==> src/rtl/jack_motion_ctrl.sv <==
// jack_motion_ctrl: PS/2 make/break decoder plus a once-per-frame walk, jump
// and gravity integrator for the Jack sprite. It also reports the
// facing/airborne/moving state word used by the sprite selector.
// Optional feature macro: JACK_JUMP_BUFFER_EN. When it is defined, a jump
// request raised in the air stays alive for up to 4 airborne ticks, so it can
// fire on the first tick back on the ground.
module jack_motion_ctrl #(
   parameter int unsigned X_W     = 10,
   parameter int unsigned Y_W     = 9,
   parameter int unsigned X_INIT  = 0,
   parameter int unsigned Y_INIT  = 0,
   parameter int unsigned X_MAX   = 504,
   parameter int unsigned Y_MAX   = 360,
   parameter int unsigned STEP_X  = 2,
   parameter int unsigned JUMP_V  = 8,
   parameter int unsigned GRAVITY = 1,
   parameter int unsigned VMAX    = 8
) (
   input  logic           clk,
   input  logic           rst,
   input  logic [7:0]     key_code,
   input  logic           key_valid,
   input  logic           frame_tick,
   input  logic           run,
   input  logic           on_ground,
   input  logic           head_block,
   output logic [X_W-1:0] x_pos,
   output logic [Y_W-1:0] y_pos,
   output logic [2:0]     state,
   output logic           jump_evt
);
   typedef enum logic [1:0] {ST_GROUND = 2'd0, ST_RISE = 2'd1, ST_FALL = 2'd2} vstate_t;

   localparam logic [7:0]   KC_BRK     = 8'hF0;
   localparam logic [7:0]   KC_EXT     = 8'hE0;
   localparam logic [7:0]   KC_A       = 8'h1C;
   localparam logic [7:0]   KC_D       = 8'h23;
   localparam logic [7:0]   KC_W       = 8'h1D;
   localparam logic [X_W:0] X_MAX_E    = (X_W+1)'(X_MAX);
   localparam logic [X_W:0] STEP_E     = (X_W+1)'(STEP_X);
   localparam logic [Y_W:0] Y_MAX_E    = (Y_W+1)'(Y_MAX);
   localparam logic [Y_W:0] JUMP_E     = (Y_W+1)'(JUMP_V);
   localparam logic [4:0]   GRAV_V     = 5'(GRAVITY);
   localparam logic [4:0]   VMAX_V     = 5'(VMAX);
   localparam logic [4:0]   VY_TAKEOFF = 5'(JUMP_V - GRAVITY);

   logic [X_W-1:0] x_q, x_d;
   logic [Y_W-1:0] y_q, y_d;
   logic [4:0]     vy_q, vy_d;
   vstate_t        fsm_q, fsm_d;
   logic           facing_q, facing_d, moving_q, moving_d, jump_evt_q, jump_evt_d;
   logic           held_a_q, held_a_d, held_d_q, held_d_d, held_w_q, held_w_d;
   logic           brk_q, brk_d, ext_q, ext_d, jump_req_q, jump_req_d;
   logic           jump_set, tick;
`ifdef JACK_JUMP_BUFFER_EN
   logic [2:0]     age_q, age_d;
`endif

   // Saturating arithmetic. Each value is one bit wider so that overflow and
   // underflow are visible.
   logic [X_W:0]   x_ext, x_inc;
   logic [X_W-1:0] x_left, x_right;
   logic [Y_W:0]   y_ext, rise_amt, y_fall;
   logic [Y_W-1:0] y_rise;
   logic [5:0]     vy_inc;
   logic [4:0]     vy_fall_next, vy_rise_next;

   assign tick         = frame_tick && run;
   assign x_ext        = {1'b0, x_q};
   assign x_inc        = x_ext + STEP_E;
   assign x_left       = (x_ext >= STEP_E) ? (x_q - STEP_E[X_W-1:0]) : '0;
   assign x_right      = (x_inc > X_MAX_E) ? X_MAX_E[X_W-1:0] : x_inc[X_W-1:0];
   assign y_ext        = {1'b0, y_q};
   // Takeoff lifts by JUMP_V. A rising tick lifts by the current speed.
   assign rise_amt     = (fsm_q == ST_GROUND) ? JUMP_E : {{(Y_W-4){1'b0}}, vy_q};
   assign y_rise       = (y_ext >= rise_amt) ? (y_q - rise_amt[Y_W-1:0]) : '0;
   assign y_fall       = y_ext + {{(Y_W-4){1'b0}}, vy_q};
   assign vy_inc       = {1'b0, vy_q} + {1'b0, GRAV_V};
   assign vy_fall_next = (vy_inc > {1'b0, VMAX_V}) ? VMAX_V : vy_inc[4:0];
   assign vy_rise_next = (vy_q > GRAV_V) ? (vy_q - GRAV_V) : 5'd0;

   // Scan-byte decoder: prefix flags, held keys, and the fresh W-make strobe.
   always_comb begin
      held_a_d = held_a_q;
      held_d_d = held_d_q;
      held_w_d = held_w_q;
      brk_d    = brk_q;
      ext_d    = ext_q;
      jump_set = 1'b0;
      if (key_valid) begin
         if (key_code == KC_BRK) begin
            brk_d = 1'b1;
         end else if (key_code == KC_EXT) begin
            ext_d = 1'b1;
         end else begin
            brk_d = 1'b0;
            ext_d = 1'b0;
            if (!ext_q) begin
               case (key_code)
                  KC_A: held_a_d = !brk_q;
                  KC_D: held_d_d = !brk_q;
                  KC_W: begin
                     held_w_d = !brk_q;
                     jump_set = !brk_q && !held_w_q;
                  end
                  default: ;
               endcase
            end
         end
      end
   end

   // Per-tick motion: horizontal walk, vertical FSM, and jump request lifetime.
   always_comb begin
      x_d        = x_q;
      y_d        = y_q;
      vy_d       = vy_q;
      fsm_d      = fsm_q;
      facing_d   = facing_q;
      moving_d   = moving_q;
      jump_evt_d = 1'b0;
      jump_req_d = jump_req_q;
`ifdef JACK_JUMP_BUFFER_EN
      age_d      = age_q;
`endif
      if (tick) begin
         if (held_a_q && !held_d_q) begin
            x_d      = x_left;
            facing_d = 1'b0;
         end else if (held_d_q && !held_a_q) begin
            x_d      = x_right;
            facing_d = 1'b1;
         end
         moving_d = (x_d != x_q);

         case (fsm_q)
            ST_GROUND: begin
               if (jump_req_q) begin
                  fsm_d      = ST_RISE;
                  y_d        = y_rise;
                  vy_d       = VY_TAKEOFF;
                  jump_evt_d = 1'b1;
                  jump_req_d = 1'b0;
`ifdef JACK_JUMP_BUFFER_EN
                  age_d      = 3'd0;
`endif
               end else if (!on_ground) begin
                  fsm_d = ST_FALL;
                  vy_d  = GRAV_V;
               end
            end
            ST_RISE: begin
               if (head_block || vy_q == 5'd0) begin
                  fsm_d = ST_FALL;
                  vy_d  = GRAV_V;
               end else begin
                  y_d  = y_rise;
                  vy_d = vy_rise_next;
               end
            end
            ST_FALL: begin
               if (on_ground) begin
                  fsm_d = ST_GROUND;
                  vy_d  = 5'd0;
               end else if (y_fall > Y_MAX_E) begin
                  y_d   = Y_MAX_E[Y_W-1:0];
                  fsm_d = ST_GROUND;
                  vy_d  = 5'd0;
               end else begin
                  y_d  = y_fall[Y_W-1:0];
                  vy_d = vy_fall_next;
               end
            end
            default: begin
               fsm_d = ST_GROUND;
               vy_d  = 5'd0;
            end
         endcase

         // A request pending on an airborne tick is dropped at once, or is
         // aged out after its fourth airborne tick when buffering is on.
         if (fsm_q != ST_GROUND) begin
`ifdef JACK_JUMP_BUFFER_EN
            if (jump_req_q) begin
               if (age_q >= 3'd4) begin
                  jump_req_d = 1'b0;
                  age_d      = 3'd0;
               end else begin
                  age_d = age_q + 3'd1;
               end
            end
`else
            jump_req_d = 1'b0;
`endif
         end
      end
      // A byte that arrives with a tick is applied after that tick.
      if (jump_set) begin
         jump_req_d = 1'b1;
`ifdef JACK_JUMP_BUFFER_EN
         age_d      = 3'd0;
`endif
      end
   end

   // State registers. Reset takes priority over any tick or byte.
   always_ff @(posedge clk) begin
      if (rst) begin
         x_q        <= X_W'(X_INIT);
         y_q        <= Y_W'(Y_INIT);
         vy_q       <= 5'd0;
         fsm_q      <= ST_GROUND;
         facing_q   <= 1'b1;
         moving_q   <= 1'b0;
         jump_evt_q <= 1'b0;
         held_a_q   <= 1'b0;
         held_d_q   <= 1'b0;
         held_w_q   <= 1'b0;
         brk_q      <= 1'b0;
         ext_q      <= 1'b0;
         jump_req_q <= 1'b0;
`ifdef JACK_JUMP_BUFFER_EN
         age_q      <= 3'd0;
`endif
      end else begin
         x_q        <= x_d;
         y_q        <= y_d;
         vy_q       <= vy_d;
         fsm_q      <= fsm_d;
         facing_q   <= facing_d;
         moving_q   <= moving_d;
         jump_evt_q <= jump_evt_d;
         held_a_q   <= held_a_d;
         held_d_q   <= held_d_d;
         held_w_q   <= held_w_d;
         brk_q      <= brk_d;
         ext_q      <= ext_d;
         jump_req_q <= jump_req_d;
`ifdef JACK_JUMP_BUFFER_EN
         age_q      <= age_d;
`endif
      end
   end

   assign x_pos    = x_q;
   assign y_pos    = y_q;
   assign state    = {moving_q, (fsm_q != ST_GROUND), facing_q};
   assign jump_evt = jump_evt_q;
endmodule

==> config.mk <==
export PLATFORM = sky130hd
export DESIGN_NAME = jack_motion_ctrl
export DESIGN_NICKNAME = d
export VERILOG_FILES = /design/src/rtl/jack_motion_ctrl.sv
export SDC_FILE = /design/constraint.sdc
export NUM_CORES = 1
export LEC_CHECK = 0
export ABC_AREA = 1
export CORE_MARGIN = 5
export CORE_UTILIZATION = 54
export CTS_BUF_LIST = sky130_fd_sc_hd__clkbuf_8
export DETAILED_ROUTE_END_ITERATION = 6
export PLACE_DENSITY = 0.82
export SYNTH_ARGS = -nofsm -noshare
export SYNTH_HDL_FRONTEND = slang
export SYNTH_SLANG_ARGS = --single-unit
export TNS_END_PERCENT = 20
==> constraint.sdc <==
create_clock -name clk -period 3.2 [get_ports clk]
set_input_delay 0.64 -clock clk [delete_from_list [all_inputs] [get_ports clk]]
set_output_delay 0.64 -clock clk [all_outputs]
set_load 0.005 [all_outputs]
======== Word level (Yosys, flattened, before mapping) ========
Cells that the tools add are included.
storage, ports and cells
  register bits ........................... 35
  input bits .............................. 15
  output and inout bits ................... 23
operators by class
  add/subtract/negate cells ............... 6
  $lt $le $gt $ge ......................... 6
  equal/unequal tests ..................... 15
  muxes and demuxes ....................... 41
  bitwise logic cells ..................... 5
  reductions and logical operators ........ 27
operators with widths
  operator                                                            number
  two-way mux 10 bit                                                  5
  two-way mux 9 bit                                                   5
  two-way mux 5 bit                                                   8
  one-hot mux 9 bit (3 select lines)                                  1
  AND reduction 5 bit                                                 4
  == test 8 x 5 -> 1 bit, second input constant                       2
  == test 8 bit, second input constant                                2
  two-way mux 1 bit                                                   15
  one-hot mux 5 bit (3 select lines)                                  1
  adder 10 x 2 -> 11 bit, second input constant                       1
  greater-than comparator 11 x 9 -> 1 bit, second input constant      1
  adder 9 x 5 -> 10 bit                                               1
  greater-or-equal comparator 10 x 2 -> 1 bit, second input constant  1
  greater-than comparator 10 x 9 -> 1 bit, second input constant      1
  two-way mux 2 bit                                                   5
  != test 10 bit                                                      1
  != test 2 bit, second input constant                                5
  AND reduction 2 bit                                                 5
  subtractor 10 x 2 -> 10 bit, second input constant                  1
  greater-or-equal comparator 9 x 5 -> 1 bit                          1
  subtractor 9 x 5 -> 9 bit                                           1
  == test 8 x 6 -> 1 bit, second input constant                       1
  adder 5 x 1 -> 6 bit, second input constant                         1
  greater-than comparator 6 x 4 -> 1 bit, second input constant       1
  other kinds (16)                                                    30

======== Longest topological paths before layout ========
Gate-level depths: netlist of the first run.
  depth after elaboration ................. 9
  depth in mapped cells ................... 17
  depth with buffers taken out ............ 17

======== Least setup slack after synthesis of the first run ========
Ideal clock, no wire load.
  path kind ............................... reg2reg
  from .................................... reg vy_q[0]
  to ...................................... reg fsm_q[0]
  setup time .............................. 0.070 ns
  data arrival time ....................... 2.186 ns
  required time ........................... 3.130 ns
  slack ................................... 0.944 ns
  cell stages (with the launch flop) ...... 18
  buffers on the path ..................... 1
  cells stage by stage .................... dfxtp_1 > ha_1 > inv_1 > fa_1 > inv_1 > nand4_1 > nand3_1 > nand2_1 > nand2_1 > inv_1 > nand3_1 > nand2_1 > nand2_1 > buf_4 > nand3_1 > nand3_1 > nand2_1 > a21oi_1
between the ends
  longest elaborated chain between the ends .. 4
RTL lines
  what                                                                                line      source
  start: declaration                                                                  49        logic [4:0] vy_q, vy_d;
  start signal: assignment                                                            228       vy_q <= vy_d;
  adder 9 x 5 -> 10 bit / zero test 5 bit (equally long branches)                     77, 153
  greater-than comparator 10 x 9 -> 1 bit / logical OR 1 bit (equally long branches)  165, 153
  != test 3 bit (no source line) / != test 2 bit (equally long branches)              --
  AND reduction 4 bit (no source line) *                                              --
  end signal: assignment                                                              229       fsm_q <= fsm_d;
  end: declaration                                                                    50        vstate_t fsm_q, fsm_d;
Every way passes the cells marked *; elsewhere a longest branch is shown, timed or not.
A chain may end at the register's enable or synchronous reset.

======== Final worst setup path of the first run ========
  from .................................... reg vy_q[0]
  to ...................................... reg y_q[4] (netlist: y_pos[4])
between the ends
  longest elaborated chain between the ends .. 5
RTL lines
  what                                                               line           source
  adder 9 x 5 -> 10 bit / two-way mux 5 bit (equally long branches)  77, 75
  greater-than comparator 10 x 9 -> 1 bit (tied with other cells)    165            end else if (y_fall > Y_MAX_E) begin
  two-way mux 9 bit, on equally long branches                        165, 76
  two-way mux 9 bit, on equally long branches                        162, 138, 153
  one-hot mux 9 bit (3 select lines)                                 136            case (fsm_q)
  end signal: assignment                                             210            y_q <= Y_W'(Y_INIT);
  end signal: assignment                                             227            y_q <= y_d;
  end: declaration                                                   48             logic [Y_W-1:0] y_q, y_d;
Parallel ways exist; a longest one is shown, timed or not. The select of a mux whose other input is x is not followed.

==> report_table.html, run 1 <==
<table>
<tr><th>Metric</th><th>Value</th></tr>
<tr><th colspan="2">Clock network</th></tr>
<tr><td>Maximum count of clock buffers along a single path</td><td>2</td></tr>
<tr><td>Clock-pin slew of the registers on the worst-case setup and hold paths</td><td>0.07 ns</td></tr>
<tr><td>Cts-stage hold buffer count</td><td>0</td></tr>
<tr><td>Sinks on the clock net</td><td>35</td></tr>
<tr><td>Total number of H-tree levels</td><td>2</td></tr>
<tr><td>Number of clock buffers inserted by TritonCTS</td><td>5</td></tr>
<tr><td>Total of cells resized after clock tree synthesis</td><td>0</td></tr>
<tr><td>Setup fix buffers added after clock tree synthesis</td><td>0</td></tr>
<tr><td>CTS tree</td><td>done</td></tr>
<tr><td>Root Buffer Master</td><td>sky130_fd_sc_hd__clkbuf_8</td></tr>
<tr><td>Worst-skew pair later-pin latency</td><td>0.29 ns</td></tr>
<tr><th colspan="2">Route</th></tr>
<tr><td>Average via count per standard cell</td><td>5.604</td></tr>
<tr><td>Iteration-0 DRC Markers</td><td>214</td></tr>
<tr><td>Count of vias placed by the detailed router</td><td>3648</td></tr>
<tr><td>Count of antenna-violating nets left after detailed routing</td><td>0</td></tr>
<tr><td>DRC Markers</td><td>0</td></tr>
<tr><td>Post-detailed-route wirelength per cell</td><td>13.12 um</td></tr>
<tr><td>Wirelength, routed</td><td>8.539 mm</td></tr>
<tr><td>Pre-antenna DRT Iters</td><td>5</td></tr>
<tr><th colspan="2">Timing</th></tr>
<tr><td>Count of endpoints failing hold in the final timing report</td><td>0</td></tr>
<tr><td>Slew at the pin closest to its max-slew limit</td><td>0.6386 ns</td></tr>
<tr><td>Post-Route Skew</td><td>0.008064 ns</td></tr>
<tr><td>Relative max-transition margin</td><td>57.38%</td></tr>
<tr><td>FMAX</td><td>356.4 MHz</td></tr>
<tr><td>Shortest clock period the worst path allows after layout</td><td>2.806 ns</td></tr>
<tr><td>Final number of max-transition violations</td><td>0</td></tr>
<tr><td>Hold Slack</td><td>0.4941 ns</td></tr>
<tr><td>Count of endpoints failing setup in the final report</td><td>0</td></tr>
<tr><td>Share of the clock period used by the worst path after layout</td><td>87.68%</td></tr>
<tr><td>Final total negative setup slack</td><td>0 ns</td></tr>
<tr><td>RSZ-0062 raised after global routing</td><td>false</td></tr>
<tr><th colspan="2">Yosys</th></tr>
<tr><td>Syn Nets</td><td>580</td></tr>
<tr><td>Cell area after technology mapping</td><td>0.003289 mm2</td></tr>
<tr><td>Unique cell type count in the Yosys netlist</td><td>40</td></tr>
<tr><td>Mean Syn Cell Area</td><td>6.047 um2</td></tr>
<tr><td>Most frequently used flop master after synthesis</td><td>sky130_fd_sc_hd__dfxtp_1</td></tr>
<tr><td>Count of flip-flops with a built-in enable after synthesis</td><td>0</td></tr>
<tr><td>Cell taking the most area after synthesis</td><td>sky130_fd_sc_hd__dfxtp_1</td></tr>
<tr><td>Largest cells by area after synthesis</td><td>sky130_fd_sc_hd__dfxtp_1 (21%), sky130_fd_sc_hd__nand2_1 (16%), sky130_fd_sc_hd__inv_1 (7.4%)</td></tr>
<tr><td>Post-Synthesis Cells</td><td>544</td></tr>
<tr><td>Ys Warns</td><td>0</td></tr>
<tr><td>Top-area cell type share of the netlist area</td><td>21.30%</td></tr>
<tr><td>FFs w/ async S/R, synth</td><td>0%</td></tr>
<tr><td>Sequential-to-total area share from yosys stat</td><td>21.30%</td></tr>
<tr><td>Number of flip-flops and latches in the synthesized netlist</td><td>35</td></tr>
<tr><th colspan="2">Worst setup path</th></tr>
<tr><td>Data arrival time of the worst path</td><td>3.03 ns</td></tr>
<tr><td>Critical path startpoint</td><td>vy_q[0]</td></tr>
<tr><td>Worst Reg-to-Reg Cells</td><td>15</td></tr>
<tr><td>Critical path, cell by cell</td><td>ha_1, inv_1, fa_1, inv_1, nand4_1, nand3_1, nand2_1, nand2_1, inv_1, nand3_1, nand2_1, nand2_1, nand2_1, or2_2, a31oi_1</td></tr>
<tr><td>Maximum fanout along the worst path</td><td>11</td></tr>
<tr><td>Category of the worst setup path launch point</td><td>register</td></tr>
<tr><td>Type of element capturing the critical path</td><td>register</td></tr>
<tr><td>Register-to-register setup slack</td><td>0.39 ns</td></tr>
<tr><td>Startpoint of the lowest-slack register-to-register path</td><td>vy_q[0]</td></tr>
<tr><td>Class of the most critical setup path</td><td>register to register</td></tr>
<tr><td>Capture point of the worst reg-to-reg path</td><td>y_pos[4]</td></tr>
<tr><td>Critical Path Sink</td><td>y_pos[4]</td></tr>
<tr><td>Worst path max stage delay</td><td>0.53 ns</td></tr>
<tr><td>Most prevalent standard cell on the critical path</td><td>sky130_fd_sc_hd__nand2_1</td></tr>
<tr><td>CP required</td><td>3.42 ns</td></tr>
<tr><td>Slowest cell on crit path</td><td>sky130_fd_sc_hd__dfxtp_1</td></tr>
<tr><th colspan="2">GRT</th></tr>
<tr><td>GRT overflow</td><td>0</td></tr>
<tr><td>Number of global-route vias before repair</td><td>3390</td></tr>
<tr><td>Initial antenna violation count</td><td>0</td></tr>
<tr><td>Pin count of the biggest net entering global routing</td><td>21</td></tr>
<tr><td>Wire length of the first global-routing pass</td><td>14.65 mm</td></tr>
<tr><td>Combined global-route utilization of all metal layers</td><td>23.27%</td></tr>
<tr><th colspan="2">Power</th></tr>
<tr><td>Cell area power density</td><td>281.6 mW/mm2</td></tr>
<tr><td>Maximum ir drop on the vdd rail</td><td>0.1714 mV</td></tr>
<tr><td>Leakage</td><td>0.001754 uW</td></tr>
<tr><th colspan="2">Worst hold path</th></tr>
<tr><td>Type of the worst min-delay path</td><td>register to register</td></tr>
<tr><td>Worst hold path startpoint</td><td>jump_req_q</td></tr>
<tr><th colspan="2">Outcome</th></tr>
<tr><td>Outcome</td><td>finished, final reports clean</td></tr>
<tr><th colspan="2">Finish</th></tr>
<tr><td>Area added between synthesis and finish</td><td>14.83%</td></tr>
<tr><td>Top library cells by usage in the layout, fill and taps aside</td><td>sky130_fd_sc_hd__nand2_1 (144), sky130_fd_sc_hd__inv_1 (65), sky130_fd_sc_hd__nor2_1 (56)</td></tr>
<tr><td>Final instance area</td><td>0.003777 mm2</td></tr>
<tr><td>Inserted Diodes</td><td>0</td></tr>
<tr><td>Layout fillers</td><td>551</td></tr>
<tr><td>Most common cell after layout, fill and taps aside</td><td>sky130_fd_sc_hd__nand2_1</td></tr>
<tr><td>Fraction of final layout cells with drive strength greater than 1</td><td>5.903%</td></tr>
<tr><td>Net count, final</td><td>612</td></tr>
<tr><th colspan="2">Die</th></tr>
<tr><td>Floorplan row count</td><td>28</td></tr>
<tr><td>DIE AREA</td><td>0.007753 mm2</td></tr>
<tr><td>Floorplan die height</td><td>88.05 um</td></tr>
<tr><td>Area of the core</td><td>0.005921 mm2</td></tr>
<tr><td>Number of placed I/O pins</td><td>38</td></tr>
<tr><td>Initial cell density of the core</td><td>55.56%</td></tr>
<tr><td>Die W</td><td>88.05 um</td></tr>
<tr><th colspan="2">Placed design</th></tr>
<tr><td>Input/output buffers</td><td>37</td></tr>
<tr><td>Detailed-placement wirelength estimate</td><td>6.537 mm</td></tr>
<tr><td>Placer congestion estimate</td><td>0.9529</td></tr>
<tr><td>Total cell area at the placement stage</td><td>0.003690 mm2</td></tr>
<tr><th colspan="2">Job</th></tr>
<tr><td>Max-capacitance violation count</td><td>0</td></tr>
</table>
-- how the worst min path moves through the flow --
stage                       to  slack (ns)  cells past startpoint
floorplan           jump_req_q        0.45                      2
global placement      held_d_q        0.46                      1
detailed placement    held_w_q        0.48                      1
CTS                   held_w_q        0.49                      1
global route          held_a_q        0.51                      2
finish              jump_req_q        0.49                      2
-- cells by family (layout without fill, tap and decap cells) --
logic type	after synthesis	in the layout	share of synthesized area, %
flops	35	35	21.30
buf+inv	87	119	11.07
fa+ha+maj	21	21	8.444
xor+xnor	12	12	3.195
compound gates	97	97	16.28
simple gates	292	292	39.71
-- Yosys cell counts, types with 2 or more instances --
library cell,number
sky130_fd_sc_hd__a21oi_1,39
sky130_fd_sc_hd__nand2_1,144
sky130_fd_sc_hd__o211ai_1,3
sky130_fd_sc_hd__or2_2,5
sky130_fd_sc_hd__nor2_2,2
sky130_fd_sc_hd__o21ai_0,34
sky130_fd_sc_hd__clkbuf_1,6
sky130_fd_sc_hd__a211oi_1,2
sky130_fd_sc_hd__nand2_2,3
sky130_fd_sc_hd__nor4_1,2
sky130_fd_sc_hd__nor2_1,56
sky130_fd_sc_hd__xor2_1,11
sky130_fd_sc_hd__inv_2,4
sky130_fd_sc_hd__nand4_1,11
sky130_fd_sc_hd__dfxtp_1,35
sky130_fd_sc_hd__nand3_1,44
sky130_fd_sc_hd__a31oi_1,11
sky130_fd_sc_hd__buf_2,4
sky130_fd_sc_hd__nand3_2,4
sky130_fd_sc_hd__o21bai_1,4
sky130_fd_sc_hd__buf_4,4
sky130_fd_sc_hd__fa_1,2
sky130_fd_sc_hd__inv_1,65
sky130_fd_sc_hd__nand3b_1,7
sky130_fd_sc_hd__ha_1,19
sky130_fd_sc_hd__nor3_1,9
-- flip-flops by register name, indices dropped and copies added (netlist names) --
signal / count
held_a_q: 1
ext_q: 1
fsm_q: 2
held_w_q: 1
jump_evt: 1
x_pos: 10
jump_req_q: 1
vy_q: 5
facing_q: 1
y_pos: 9
moving_q: 1
held_d_q: 1
brk_q: 1
-- power breakdown --
group          total [uW]  switching, uW  internal, uW
Combinational         253            148           105
Sequential            474           25.5           449
Clock                 336            167           169
-- layout make-up --
| class | instances | area, um2 | area share (%) |
|---|---|---|---|
| clock inverter | 1 | 5.005 | 0.1325 |
| inverter | 70 | 262.8 | 6.956 |
| timing repair buffer | 42 | 407.9 | 10.80 |
| tap | 75 | 93.84 | 2.484 |
| sequential | 35 | 700.7 | 18.55 |
| multi-input combinational | 422 | 2225 | 58.89 |
| clock buffer | 6 | 82.58 | 2.186 |
-- critical path, delay by kind of cell (launching register included) --
family	cells	cell delay (ns)
simple gates	9	1.18
compound gates	1	0.13
fa+ha+maj	2	0.67
buf+inv	3	0.19
flops	1	0.53
-- metal layers --
metal | wire length (um) | part of all wire, % | global-route usage, %
met3 | 475 | 5.6 | 3.387
met5 | 0 | 0 | 0
met1 | 3677 | 43 | 27.54
met4 | 161 | 1.9 | 8.791
met2 | 4224 | 49 | 42.26
-- per-stage QoR --
step | util, % | total power [uW] | instances | setup WS [ns]
4_1_cts | 63.80 | 1067 | 651 | 0.4141
2_1_floorplan | - | 649.9 | 544 | 0.9435
5_1_grt | 63.80 | 1125 | 651 | 0.07599
3_3_place_gp | 62.32 | 729.4 | 644 | 0.5548
3_5_place_dp | 62.32 | 734.0 | 644 | 0.4470
6_report | 63.80 | 1064 | 651 | 0.3942
Power figures use the tool's default switching activity.
==> run 2: changes to the inputs <==
--- a/config.mk
+++ b/config.mk
@@ -10,7 +10,7 @@
 export CORE_UTILIZATION = 54
 export CTS_BUF_LIST = sky130_fd_sc_hd__clkbuf_8
 export DETAILED_ROUTE_END_ITERATION = 6
-export PLACE_DENSITY = 0.82
+export PLACE_DENSITY = 0.83
 export SYNTH_ARGS = -nofsm -noshare
 export SYNTH_HDL_FRONTEND = slang
 export SYNTH_SLANG_ARGS = --single-unit
==> run 2 against run 1 <==
Effect of this change: routed wire length grew 1.5%; via count fell by 0.41%; global-route usage up 0.83 points; hold slack lost 0.0061 ns; sequential power about the same; total power rose by 2.9%; count of clock-buffer cells in the layout grew 1; critical path depth stayed put; sequential cell count is the same; die area unchanged; worst setup slack worse by 0.026 ns; critical path type unchanged; critical endpoint is now y_pos[1].
==> report_table.html, run 2 (synthesis gave the netlist of run 1 again) <==
<table>
<tr><th>Metric</th><th>Value</th></tr>
<tr><th colspan="2">Outcome</th></tr>
<tr><td>Outcome</td><td>finished, final reports clean</td></tr>
<tr><th colspan="2">Worst hold path</th></tr>
<tr><td>Type of the worst min-delay path</td><td>register to register</td></tr>
<tr><th colspan="2">GRT</th></tr>
<tr><td>GRT overflow</td><td>0 (unchanged)</td></tr>
<tr><td>GR Util met3</td><td>2.916% (-0.47 points)</td></tr>
<tr><td>Met1 global-route usage</td><td>29.63% (+2.1 points)</td></tr>
<tr><td>Initial antenna violation count</td><td>0 (unchanged)</td></tr>
<tr><td>Combined global-route utilization of all metal layers</td><td>24.10% (+0.83 points)</td></tr>
<tr><td>Pin count of the biggest net entering global routing</td><td>21 (unchanged)</td></tr>
<tr><td>Wire length of the first global-routing pass</td><td>15.20 mm (+3.8%)</td></tr>
<tr><td>Peak-usage layer in the global routing report</td><td>met2</td></tr>
<tr><td>Number of global-route vias before repair</td><td>3463 (+2.2%)</td></tr>
<tr><td>Met2 usage</td><td>43.56% (+1.3 points)</td></tr>
<tr><th colspan="2">Die</th></tr>
<tr><td>Die W</td><td>88.05 um (unchanged)</td></tr>
<tr><td>DIE AREA</td><td>0.007753 mm2 (unchanged)</td></tr>
<tr><td>Initial cell density of the core</td><td>55.56% (unchanged)</td></tr>
<tr><td>Floorplan die height</td><td>88.05 um (unchanged)</td></tr>
<tr><td>Floorplan row count</td><td>28 (unchanged)</td></tr>
<tr><td>Area of the core</td><td>0.005921 mm2 (unchanged)</td></tr>
<tr><td>Number of placed I/O pins</td><td>38 (unchanged)</td></tr>
<tr><th colspan="2">Worst setup path</th></tr>
<tr><td>Data arrival time of the worst path</td><td>3.06 ns (+0.03 ns)</td></tr>
<tr><td>CP required</td><td>3.43 ns (about the same)</td></tr>
<tr><td>Class of the most critical setup path</td><td>register to register</td></tr>
<tr><td>Worst path max stage delay</td><td>0.56 ns (+0.03 ns)</td></tr>
<tr><td>Category of the worst setup path launch point</td><td>register</td></tr>
<tr><td>Worst Path Buf+Inv</td><td>3 (unchanged)</td></tr>
<tr><td>Maximum fanout along the worst path</td><td>11 (unchanged)</td></tr>
<tr><td>Slowest cell on crit path</td><td>sky130_fd_sc_hd__dfxtp_1</td></tr>
<tr><td>Register-to-register setup slack</td><td>0.37 ns (-0.03 ns)</td></tr>
<tr><td>Critical path, cell by cell</td><td>ha_1, inv_1, fa_1, inv_1, nand4_1, nand3_1, nand2_1, nand2_1, inv_1, nand3_1, nand2_1, nand2_1, nand2_1, or2_2, a31oi_1</td></tr>
<tr><td>Top delay family on crit path</td><td>simple AND/OR/NAND/NOR gates</td></tr>
<tr><td>Most prevalent standard cell on the critical path</td><td>sky130_fd_sc_hd__nand2_1</td></tr>
<tr><td>Type of element capturing the critical path</td><td>register</td></tr>
<tr><th colspan="2">Route</th></tr>
<tr><td>Iteration-0 DRC Markers</td><td>221 (+3.3%)</td></tr>
<tr><td>Wirelength, routed</td><td>8.665 mm (+1.5%)</td></tr>
<tr><td>DRC Markers</td><td>0 (unchanged)</td></tr>
<tr><td>Average via count per standard cell</td><td>5.572 (-0.56%)</td></tr>
<tr><td>Pre-antenna DRT Iters</td><td>4 (-1)</td></tr>
<tr><td>Count of antenna-violating nets left after detailed routing</td><td>0 (unchanged)</td></tr>
<tr><td>Count of vias placed by the detailed router</td><td>3633 (-0.41%)</td></tr>
<tr><td>Post-detailed-route wirelength per cell</td><td>13.29 um (+1.3%)</td></tr>
<tr><th colspan="2">Clock network</th></tr>
<tr><td>Setup fix buffers added after clock tree synthesis</td><td>0 (unchanged)</td></tr>
<tr><td>Maximum count of clock buffers along a single path</td><td>2 (unchanged)</td></tr>
<tr><td>Total number of H-tree levels</td><td>2 (unchanged)</td></tr>
<tr><td>Sinks on the clock net</td><td>35 (unchanged)</td></tr>
<tr><td>CTS tree</td><td>done</td></tr>
<tr><td>Worst-skew pair later-pin latency</td><td>0.30 ns (about the same)</td></tr>
<tr><td>Cts-stage hold buffer count</td><td>0 (unchanged)</td></tr>
<tr><td>Clock-pin slew of the registers on the worst-case setup and hold paths</td><td>0.08 ns (about the same)</td></tr>
<tr><td>Root Buffer Master</td><td>sky130_fd_sc_hd__clkbuf_8</td></tr>
<tr><td>Number of clock buffers inserted by TritonCTS</td><td>5 (unchanged)</td></tr>
<tr><td>Total of cells resized after clock tree synthesis</td><td>0 (unchanged)</td></tr>
<tr><th colspan="2">Placed design</th></tr>
<tr><td>Detailed-placement wirelength estimate</td><td>6.777 mm (+3.7%)</td></tr>
<tr><td>Placer congestion estimate</td><td>0.9283 (-2.6%)</td></tr>
<tr><td>Input/output buffers</td><td>37 (unchanged)</td></tr>
<tr><td>Worst-case setup slack after placement</td><td>0.4518 ns (+0.004808 ns)</td></tr>
<tr><th colspan="2">Finish</th></tr>
<tr><td>Top library cells by usage in the layout, fill and taps aside</td><td>sky130_fd_sc_hd__nand2_1 (144), sky130_fd_sc_hd__inv_1 (66), sky130_fd_sc_hd__nor2_1 (56)</td></tr>
<tr><td>Fraction of final layout cells with drive strength greater than 1</td><td>5.893% (-0.010 points)</td></tr>
<tr><td>Post-route core utilization</td><td>64.01% (+0.21 points)</td></tr>
<tr><td>Most common cell after layout, fill and taps aside</td><td>sky130_fd_sc_hd__nand2_1</td></tr>
<tr><td>Inserted Diodes</td><td>0 (unchanged)</td></tr>
<tr><td>Max FFs per register</td><td>10 (unchanged)</td></tr>
<tr><td>Area added between synthesis and finish</td><td>15.21%</td></tr>
<tr><td>Net count, final</td><td>612 (unchanged)</td></tr>
<tr><th colspan="2">Timing</th></tr>
<tr><td>Slew at the pin closest to its max-slew limit</td><td>0.6637 ns (+0.02505 ns)</td></tr>
<tr><td>Hold Slack</td><td>0.4880 ns (-0.006086 ns)</td></tr>
<tr><td>Final number of max-transition violations</td><td>0 (unchanged)</td></tr>
<tr><td>Shortest clock period the worst path allows after layout</td><td>2.832 ns (+0.02579 ns)</td></tr>
<tr><td>Share of the clock period used by the worst path after layout</td><td>88.49% (+0.81 points)</td></tr>
<tr><td>Post-Route Skew</td><td>0.01077 ns (+0.002707 ns)</td></tr>
<tr><td>Worst path setup slack after routing</td><td>0.3684 ns (-0.02579 ns)</td></tr>
<tr><td>Count of endpoints failing hold in the final timing report</td><td>0 (unchanged)</td></tr>
<tr><td>FMAX</td><td>353.2 MHz (-0.91%)</td></tr>
<tr><td>Relative max-transition margin</td><td>55.71% (-1.7 points)</td></tr>
<tr><td>Final total negative setup slack</td><td>0 ns (unchanged)</td></tr>
<tr><td>RSZ-0062 raised after global routing</td><td>false</td></tr>
<tr><td>Count of endpoints failing setup in the final report</td><td>0 (unchanged)</td></tr>
<tr><th colspan="2">Power</th></tr>
<tr><td>Cell area power density</td><td>288.9 mW/mm2 (+2.6%)</td></tr>
<tr><td>Maximum ir drop on the vdd rail</td><td>0.1600 mV (-6.6%)</td></tr>
<tr><td>Power Total</td><td>1095 uW (+2.9%)</td></tr>
<tr><td>Leakage</td><td>0.001763 uW (+0.49%)</td></tr>
<tr><th colspan="2">Job</th></tr>
<tr><td>Max-capacitance violation count</td><td>0 (unchanged)</td></tr>
</table>
==> run 2: changes by cell type in the layout (fill, tap and decap cells not counted), sizes merged <==
cell / previous run / this run
inv: 69 / 70
clkinv: 2 / 1
clkbuf: 6 / 7
==> run 2: metal layers <==
metal	part of all wire, %	up-vias
li1	-	1855
met1	44	1628
met4	1.5	0
met3	5.5	18
met2	49	132
met5	0	-
==> run 2: final cells by class <==
| type | instances | area, um2 |
|---|---|---|
| clock buffer | 7 | 96.34 |
| clock inverter | 1 | 3.754 |
| fill | 569 | 2131 |
| inverter | 70 | 262.8 |
| multi-input combinational | 422 | 2225 |
| sequential | 35 | 700.7 |
| tap | 75 | 93.84 |
| timing repair buffer | 42 | 407.9 |
==> run 2: tightest hold or removal path, delay by kind of cell, from the launching register on <==
| family | cells | cell delay, ns |
|---|---|---|
| AO/OA/AOI/OAI | 1 | 0.06 |
| AND/OR/NAND/NOR | 1 | 0.06 |
| flip-flops | 1 | 0.32 |
==> run 2: path summary, 6_finish.rpt <==
kind | cells after the start | from | end
worst min register to register | 2 | jump_req_q | jump_req_q
worst max-delay path | 15 | vy_q[0] | y_pos[1]
worst max register to register | 15 | vy_q[0] | y_pos[1]
worst min-delay path | 2 | jump_req_q | jump_req_q
==> run 2: stage by stage <==
stage,instances,instance area [um2]
2_1_floorplan,544,3289
3_3_place_gp,644,3690
3_5_place_dp,644,3690
4_1_cts,652,3790
5_1_grt,652,3790
6_report,652,3790
==> run 2: report_power, final <==
group	internal, uW	switching (uW)	total (uW)
Combinational	105	150	255
Clock	194	172	365
Sequential	449	25.7	475
Total	748	347	1090
